==> config.mk <==
export PLATFORM = sky130hd
export DESIGN_NAME = picorv32_mem_arbiter_flat
export DESIGN_NICKNAME = d
export VERILOG_FILES = /design/src/rtl/picorv32_mem_arbiter_pkg.sv /design/src/rtl/picorv32_mem_arbiter_if.sv /design/src/rtl/picorv32_mem_arbiter_rr_select.sv /design/src/rtl/picorv32_mem_arbiter.sv /design/src/flat_wrapper.sv
export SDC_FILE = /design/constraint.sdc
export NUM_CORES = 1
export LEC_CHECK = 0
export CELL_PAD_IN_SITES_DETAIL_PLACEMENT = 0
export CELL_PAD_IN_SITES_GLOBAL_PLACEMENT = 2
export CORE_MARGIN = 5
export CORE_UTILIZATION = 16
export DETAILED_ROUTE_END_ITERATION = 12
export PLACE_DENSITY = 0.91
export SLEW_MARGIN = 5
export SYNTH_ARGS = -nofsm -noshare
export SYNTH_HDL_FRONTEND = slang
export SYNTH_HIERARCHICAL = 1
export SYNTH_SLANG_ARGS = --single-unit
export TNS_END_PERCENT = 30
==> constraint.sdc <==
create_clock -name clk -period 2.25 [get_ports clk]
set_input_delay 0.3375 -clock clk [delete_from_list [all_inputs] [get_ports clk]]
set_output_delay 0.3375 -clock clk [all_outputs]
set_load 0.05 [all_outputs]
==> src/rtl/picorv32_mem_arbiter_pkg.sv <==
// Shared definitions for the PicoRV32 native memory port arbiter.
// Holds the FSM state type, the arbitration mode codes and a width helper.
package picorv32_mem_arbiter_pkg;

   typedef enum logic {
      ST_IDLE = 1'b0,
      ST_BUSY = 1'b1
   } state_e;

   localparam int unsigned ARB_RR    = 0;
   localparam int unsigned ARB_FIXED = 1;

   function automatic int unsigned clog2(input int unsigned n);
      int unsigned r;
      r = 0;
      for (int unsigned i = 0; i < 32; i++) begin
         if ((64'd1 << r) < 64'(n)) r++;
      end
      return r;
   endfunction

endpackage

==> src/rtl/picorv32_mem_arbiter_if.sv <==
// Bundle of the upstream per-master native ports, the shared downstream port and grant status.
// The slave modport is the arbiter's view; the master modport is the surrounding system's view.
interface picorv32_mem_arbiter_if #(
   parameter int unsigned NUM_MASTERS = 2,
   parameter int unsigned IDX_W       = 3
);
   logic [NUM_MASTERS-1:0]    m_mem_valid;
   logic [NUM_MASTERS-1:0]    m_mem_instr;
   logic [32*NUM_MASTERS-1:0] m_mem_addr;
   logic [32*NUM_MASTERS-1:0] m_mem_wdata;
   logic [4*NUM_MASTERS-1:0]  m_mem_wstrb;
   logic [NUM_MASTERS-1:0]    m_mem_ready;
   logic [32*NUM_MASTERS-1:0] m_mem_rdata;

   logic                      mem_valid;
   logic                      mem_instr;
   logic [31:0]               mem_addr;
   logic [31:0]               mem_wdata;
   logic [3:0]                mem_wstrb;
   logic                      mem_ready;
   logic [31:0]               mem_rdata;

   logic                      grant_valid;
   logic [IDX_W-1:0]          grant_idx;

   modport slave (
      input  m_mem_valid, m_mem_instr, m_mem_addr, m_mem_wdata, m_mem_wstrb,
      output m_mem_ready, m_mem_rdata,
      output mem_valid, mem_instr, mem_addr, mem_wdata, mem_wstrb,
      input  mem_ready, mem_rdata,
      output grant_valid, grant_idx
   );

   modport master (
      output m_mem_valid, m_mem_instr, m_mem_addr, m_mem_wdata, m_mem_wstrb,
      input  m_mem_ready, m_mem_rdata,
      input  mem_valid, mem_instr, mem_addr, mem_wdata, mem_wstrb,
      output mem_ready, mem_rdata,
      input  grant_valid, grant_idx
   );

endinterface

==> src/rtl/picorv32_mem_arbiter_rr_select.sv <==
// Combinational winner search: round-robin from ptr_i upward with wrap, or lowest index.
module picorv32_rr_select #(
   parameter int unsigned NUM_MASTERS = 2,
   parameter int unsigned IDX_W       = 3
) (
   input  logic [NUM_MASTERS-1:0] req_i,
   input  logic [IDX_W-1:0]       ptr_i,
   input  logic                   mode_i,
   output logic                   any_o,
   output logic [IDX_W-1:0]       idx_o
);

   // First pass covers indices at/above the pointer; the second pass supplies the wrap-around.
   always_comb begin
      any_o = 1'b0;
      idx_o = '0;
      for (int unsigned i = 0; i < NUM_MASTERS; i++) begin
         if (!any_o && req_i[i] && (mode_i || (IDX_W'(i) >= ptr_i))) begin
            any_o = 1'b1;
            idx_o = IDX_W'(i);
         end
      end
      for (int unsigned i = 0; i < NUM_MASTERS; i++) begin
         if (!any_o && req_i[i]) begin
            any_o = 1'b1;
            idx_o = IDX_W'(i);
         end
      end
   end

endmodule

==> src/rtl/picorv32_mem_arbiter.sv <==
// Shares one native PicoRV32 memory port among NUM_MASTERS requesters.
// The winner's request is latched at grant and held until the downstream mem_ready.
module picorv32_mem_arbiter
   import picorv32_mem_arbiter_pkg::*;
#(
   parameter int unsigned NUM_MASTERS = 2,
   parameter int unsigned ARB_MODE    = 0,
   parameter int unsigned IDX_W       = 3
) (
   input  logic                 clk,
   input  logic                 resetn,
   picorv32_mem_arbiter_if.slave bus
);

   localparam logic MODE_FIXED = (ARB_MODE == ARB_FIXED);

   if (IDX_W < clog2(NUM_MASTERS)) begin : g_idx_w_check
      $error("IDX_W too narrow for NUM_MASTERS");
   end

   state_e           state_q, state_d;
   logic [IDX_W-1:0] rr_ptr_q, rr_ptr_d;
   logic [IDX_W-1:0] grant_idx_q, grant_idx_d;
   logic             grant_valid_q, grant_valid_d;
   logic             mem_valid_q, mem_valid_d;
   logic             mem_instr_q, mem_instr_d;
   logic [31:0]      mem_addr_q, mem_addr_d;
   logic [31:0]      mem_wdata_q, mem_wdata_d;
   logic [3:0]       mem_wstrb_q, mem_wstrb_d;
   logic             win_any;
   logic [IDX_W-1:0] win_idx;
   logic [NUM_MASTERS-1:0] ready_vec;

   picorv32_rr_select #(
      .NUM_MASTERS(NUM_MASTERS),
      .IDX_W      (IDX_W)
   ) u_sel (
      .req_i (bus.m_mem_valid),
      .ptr_i (rr_ptr_q),
      .mode_i(MODE_FIXED),
      .any_o (win_any),
      .idx_o (win_idx)
   );

   always_ff @(posedge clk) begin
      if (!resetn) begin
         state_q       <= ST_IDLE;
         rr_ptr_q      <= '0;
         grant_idx_q   <= '0;
         grant_valid_q <= 1'b0;
         mem_valid_q   <= 1'b0;
         mem_instr_q   <= 1'b0;
         mem_addr_q    <= '0;
         mem_wdata_q   <= '0;
         mem_wstrb_q   <= '0;
      end else begin
         state_q       <= state_d;
         rr_ptr_q      <= rr_ptr_d;
         grant_idx_q   <= grant_idx_d;
         grant_valid_q <= grant_valid_d;
         mem_valid_q   <= mem_valid_d;
         mem_instr_q   <= mem_instr_d;
         mem_addr_q    <= mem_addr_d;
         mem_wdata_q   <= mem_wdata_d;
         mem_wstrb_q   <= mem_wstrb_d;
      end
   end

   always_comb begin
      state_d       = state_q;
      rr_ptr_d      = rr_ptr_q;
      grant_idx_d   = grant_idx_q;
      grant_valid_d = grant_valid_q;
      mem_valid_d   = mem_valid_q;
      mem_instr_d   = mem_instr_q;
      mem_addr_d    = mem_addr_q;
      mem_wdata_d   = mem_wdata_q;
      mem_wstrb_d   = mem_wstrb_q;
      case (state_q)
         ST_IDLE: begin
            mem_valid_d = 1'b0;
            if (win_any) begin
               for (int unsigned i = 0; i < NUM_MASTERS; i++) begin
                  if (win_idx == IDX_W'(i)) begin
                     mem_instr_d = bus.m_mem_instr[i];
                     mem_addr_d  = bus.m_mem_addr[32*i +: 32];
                     mem_wdata_d = bus.m_mem_wdata[32*i +: 32];
                     mem_wstrb_d = bus.m_mem_wstrb[4*i +: 4];
                  end
               end
               mem_valid_d   = 1'b1;
               grant_idx_d   = win_idx;
               grant_valid_d = 1'b1;
               state_d       = ST_BUSY;
            end
         end
         ST_BUSY: begin
            if (bus.mem_ready) begin
               mem_valid_d   = 1'b0;
               grant_valid_d = 1'b0;
               state_d       = ST_IDLE;
               if (!MODE_FIXED) begin
                  rr_ptr_d = (grant_idx_q == IDX_W'(NUM_MASTERS - 1)) ? '0
                                                                       : grant_idx_q + IDX_W'(1);
               end
            end
         end
      endcase
   end

   always_comb begin
      ready_vec = '0;
      for (int unsigned i = 0; i < NUM_MASTERS; i++) begin
         if ((state_q == ST_BUSY) && (grant_idx_q == IDX_W'(i))) ready_vec[i] = bus.mem_ready;
      end
   end

   assign bus.m_mem_ready = ready_vec;
   assign bus.m_mem_rdata = {NUM_MASTERS{bus.mem_rdata}};
   assign bus.mem_valid   = mem_valid_q;
   assign bus.mem_instr   = mem_instr_q;
   assign bus.mem_addr    = mem_addr_q;
   assign bus.mem_wdata   = mem_wdata_q;
   assign bus.mem_wstrb   = mem_wstrb_q;
   assign bus.grant_valid = grant_valid_q;
   assign bus.grant_idx   = grant_idx_q;

endmodule

==> src/flat_wrapper.sv <==
// flat-port wrapper written by rule: the top's interface ports become plain ports
module picorv32_mem_arbiter_flat import picorv32_mem_arbiter_pkg::*;
#(
   parameter int unsigned NUM_MASTERS = 2,
   parameter int unsigned ARB_MODE    = 0,
   parameter int unsigned IDX_W       = 3
)
  (clk, resetn, bus_m_mem_valid, bus_m_mem_instr, bus_m_mem_addr, bus_m_mem_wdata, bus_m_mem_wstrb, bus_m_mem_ready, bus_m_mem_rdata, bus_mem_valid, bus_mem_instr, bus_mem_addr, bus_mem_wdata, bus_mem_wstrb, bus_mem_ready, bus_mem_rdata, bus_grant_valid, bus_grant_idx);
  picorv32_mem_arbiter_if #(.NUM_MASTERS(NUM_MASTERS), .IDX_W(IDX_W)) bus_i ();
  input  logic clk;
  input  logic resetn;
  input wire logic [$bits(bus_i.m_mem_valid)-1:0] bus_m_mem_valid;
  input wire logic [$bits(bus_i.m_mem_instr)-1:0] bus_m_mem_instr;
  input wire logic [$bits(bus_i.m_mem_addr)-1:0] bus_m_mem_addr;
  input wire logic [$bits(bus_i.m_mem_wdata)-1:0] bus_m_mem_wdata;
  input wire logic [$bits(bus_i.m_mem_wstrb)-1:0] bus_m_mem_wstrb;
  output wire logic [$bits(bus_i.m_mem_ready)-1:0] bus_m_mem_ready;
  output wire logic [$bits(bus_i.m_mem_rdata)-1:0] bus_m_mem_rdata;
  output wire logic [$bits(bus_i.mem_valid)-1:0] bus_mem_valid;
  output wire logic [$bits(bus_i.mem_instr)-1:0] bus_mem_instr;
  output wire logic [$bits(bus_i.mem_addr)-1:0] bus_mem_addr;
  output wire logic [$bits(bus_i.mem_wdata)-1:0] bus_mem_wdata;
  output wire logic [$bits(bus_i.mem_wstrb)-1:0] bus_mem_wstrb;
  input wire logic [$bits(bus_i.mem_ready)-1:0] bus_mem_ready;
  input wire logic [$bits(bus_i.mem_rdata)-1:0] bus_mem_rdata;
  output wire logic [$bits(bus_i.grant_valid)-1:0] bus_grant_valid;
  output wire logic [$bits(bus_i.grant_idx)-1:0] bus_grant_idx;
  assign bus_i.m_mem_valid = bus_m_mem_valid;
  assign bus_i.m_mem_instr = bus_m_mem_instr;
  assign bus_i.m_mem_addr = bus_m_mem_addr;
  assign bus_i.m_mem_wdata = bus_m_mem_wdata;
  assign bus_i.m_mem_wstrb = bus_m_mem_wstrb;
  assign bus_m_mem_ready = bus_i.m_mem_ready;
  assign bus_m_mem_rdata = bus_i.m_mem_rdata;
  assign bus_mem_valid = bus_i.mem_valid;
  assign bus_mem_instr = bus_i.mem_instr;
  assign bus_mem_addr = bus_i.mem_addr;
  assign bus_mem_wdata = bus_i.mem_wdata;
  assign bus_mem_wstrb = bus_i.mem_wstrb;
  assign bus_i.mem_ready = bus_mem_ready;
  assign bus_i.mem_rdata = bus_mem_rdata;
  assign bus_grant_valid = bus_i.grant_valid;
  assign bus_grant_idx = bus_i.grant_idx;
  picorv32_mem_arbiter #(.NUM_MASTERS(NUM_MASTERS), .ARB_MODE(ARB_MODE), .IDX_W(IDX_W)) u_core (.clk(clk), .resetn(resetn), .bus(bus_i));
endmodule
==> metrics <==
critical path launch point type flip-flop; CP Depth 6; max-cap viol count 0; WHS 461 ps; crit share post-route 0.927; CTS Hold Buffers Added 0; grt ovf 0; FF+latch count, synth 78; FF-to-FF End u_core/bus.mem_addr[2]; die footprint 25200 um^2; WP data arrival 2370 ps; Crit path max-delay family simple AND/OR/NAND/NOR gates; initial DRC count 125; fillcell total 2310; gr usage total 0.0947; CTS root buffer clkbuf_16; Worst Hold Depth 1; # DRC 0; Req. time, crit path 2540 ps; CTS tree done; Hold Fails Final Rpt 0; Worst Hold Endpoint u_core/bus.mem_addr[1]; Synth Area in Simple Gates 0.0410; DR WL/cell 16.5 um; number of synthesized flops with an enable pin 0; type of destination of the critical path flip-flop; first-pass GRT wire length 18.2 mm; setup bufs post-CTS 0; biggest area consumer among synthesized cells dfxtp_1; die height 159 um; worst slew pin tran 562 ps; detailed placement HPWL 9.20 mm; maximum buffer depth of the clock tree 2; I/O Buffers 218; vias per cell 4.04; CTS H-tree lvls 3; yosys synthesis warning count 6; area share of the largest cell type after synthesis 0.442; post_cts resized 0; clock-pin slew on the worst setup and hold paths 70 ps; routed wire length 12.8 mm; largest family of logic cells by synthesized area compound AO/OA/AOI/OAI gates; mux share of post-synthesis cell area 0.0117; Avg Inst Size Synth 10.1 um^2; post-synthesis adder-cell area fraction 0; P&R area growth vs syn 69.2%; hold_sp u_core/bus.mem_addr[1]; pwr dens 705 nW/um^2; XOR/XNOR share of the synthesized area 0.00248; Tmin final 2090 ps; nets 669; largest net degree at the start of global routing 70; 1st-pass router iterations 4; initial core utilization 0.162; Fmax achieved 480 MHz; CORE AREA 21800 um^2; final setup fails 0; Antenna diodes 0; worst skew pair latency 340 ps; routed via count 3144; routability cong. 0.734; Synth area leaders dfxtp_1, o2bb2ai_1, buf_4; cts bufs inserted 9; CP peak stage delay 520 ps; CP Class flip-flop to flip-flop; status complete, no violations; Max VDD drop 0.000332 V; chip width 159 um; worst-path fanout max 69; Synth Area in Compound Gates 0.312; share of layout cells above drive strength 1 0.0741; Pleak 2.02 nW; crit path cell chain or4b_1 -> a21boi_1 -> nor3b_4 -> clkbuf_16 -> o22ai_1 -> a2bb2o_4; FF-to-FF path depth 6; Max-slew headroom 0.624; slowest CP cell or4b_1; asr flop ratio synth 0; row count 54; Post-Syn Area 3540 um^2; ANT nets after route 0; Max Transition Viols Final 0; WP buf/inv 1; sequential-to-total area share from yosys stat 0.442; initial antenna violation count 0; post-synthesis cell count 351; unrepaired setup endpoints after global routing no; Tot Pwr 0.00422 W; skew final 9.07 ps; Reg-to-Reg Start u_core/rr_ptr_q[1]; predominant post-synthesis flop cell dfxtp_1; synth unique cells 31; Clock Sinks 78; # IOs 315; Hold Path Class flip-flop to flip-flop; R2R setup slack 160 ps; vias in the first global route 3125
-- cell usage in the layout (no fill, tap or decap), drive strengths merged --
cell type / count
clkdlybuf4s50: 216
or2: 1
mux2: 1
a21oi: 3
inv: 4
clkbuf: 11
nor4b: 2
a2bb2o: 1
or4b: 1
dfxtp: 78
mux2i: 3
a21boi: 2
nor2: 1
conb: 3
nor4: 1
nor3b: 1
o2bb2ai: 68
o21ai: 2
o21a: 2
o22ai: 69
bufinv: 4
buf: 11
nand2: 4
xor2: 1
and2: 2
nor2b: 7
-- how the worst max path moves through the flow --
stage	startpoint	endpoint	slack (ps)
3_3_place_gp	bus_m_mem_valid[1]	u_core/bus.mem_addr[2]	190
2_1_floorplan	u_core/bus.grant_idx[2]	bus_m_mem_ready[0]	-210
5_1_grt	u_core/rr_ptr_q[1]	u_core/bus.mem_wdata[17]	10
4_1_cts	u_core/rr_ptr_q[1]	u_core/bus.mem_addr[2]	150
6_report	u_core/rr_ptr_q[1]	u_core/bus.mem_addr[2]	160
3_5_place_dp	bus_m_mem_valid[1]	u_core/bus.mem_addr[2]	190
-- layout make-up --
cell class	instances	area, um^2	share of cell area
timing repair buffer	228	2360	0.394
sequential	78	1560	0.261
multi-input combinational	175	1330	0.222
tap	280	350	0.0585
clock buffer	10	239	0.0399
clock inverter	6	140	0.0234
inverter	2	7.51	0.00125
-- worst reg2reg max path, delay by kind of cell (launching register included) --
family          cells  cell delay [ps]
simple gates        2              760
buf+inv             1              350
flops               1              310
compound gates      3              620
-- per-layer routing --
metal	global-route usage	vias up	routed length, um
met5	0	-	0
met4	0.0536	0	532
met3	0.0337	51	1150
met2	0.150	135	6050
met1	0.111	1403	5110
li1	-	1555	-
-- sequential cells by signal (all words and copies together), names as in the netlist --
signal	flops
u_core/state_q	1
u_core/bus.grant_idx	3
u_core/bus.mem_wdata	32
u_core/bus.mem_wstrb	4
u_core/bus.mem_addr	32
u_core/bus.grant_valid	1
u_core/bus.mem_valid	1
u_core/bus.mem_instr	1
u_core/rr_ptr_q	3
-- power breakdown --
group	switching (W)	internal (W)	total [W]
sequential	0.0000403	0.00144	0.00148
combinational	0.000426	0.000422	0.000848
clock	0.000647	0.00124	0.00189
total	0.00111	0.00311	0.00422
-- metrics by stage --
| stage | cell area, um^2 | instances | setup slack [ps] | util | setup TNS [ps] |
|---|---|---|---|---|---|
| 4_1_cts | 5980 | 779 | 145 | 0.274 | 0 |
| 2_1_floorplan | 3550 | 352 | -214 | - | -214 |
| 6_report | 5980 | 779 | 165 | 0.274 | 0 |
| 3_3_place_gp | 5600 | 763 | 191 | 0.257 | 0 |
| 5_1_grt | 5980 | 779 | 14.4 | 0.274 | 0 |
| 3_5_place_dp | 5600 | 763 | 185 | 0.257 | 0 |
-- Yosys cell counts, drive strengths merged, types with 2 or more instances --
cell type and n:
nor4b 2, a21boi 2, o21ai 2, nand2 4
conb 2, a21oi 3, mux2i 3, o2bb2ai 68
clkbuf 14, o22ai 69, and2 2, o21a 2
dfxtp 78, nor2b 7, buf 83
-- logic make-up after synthesis --
| group | count (synthesis) |
|---|---|
| muxes | 4 |
| xor gates and xnor gates | 1 |
| buffers and inverters | 99 |
| AOI/OAI and AO/OA | 147 |
| other | 2 |
| and+or+nand+nor | 20 |
| DFF | 78 |
Power figures use the tool's default switching activity.
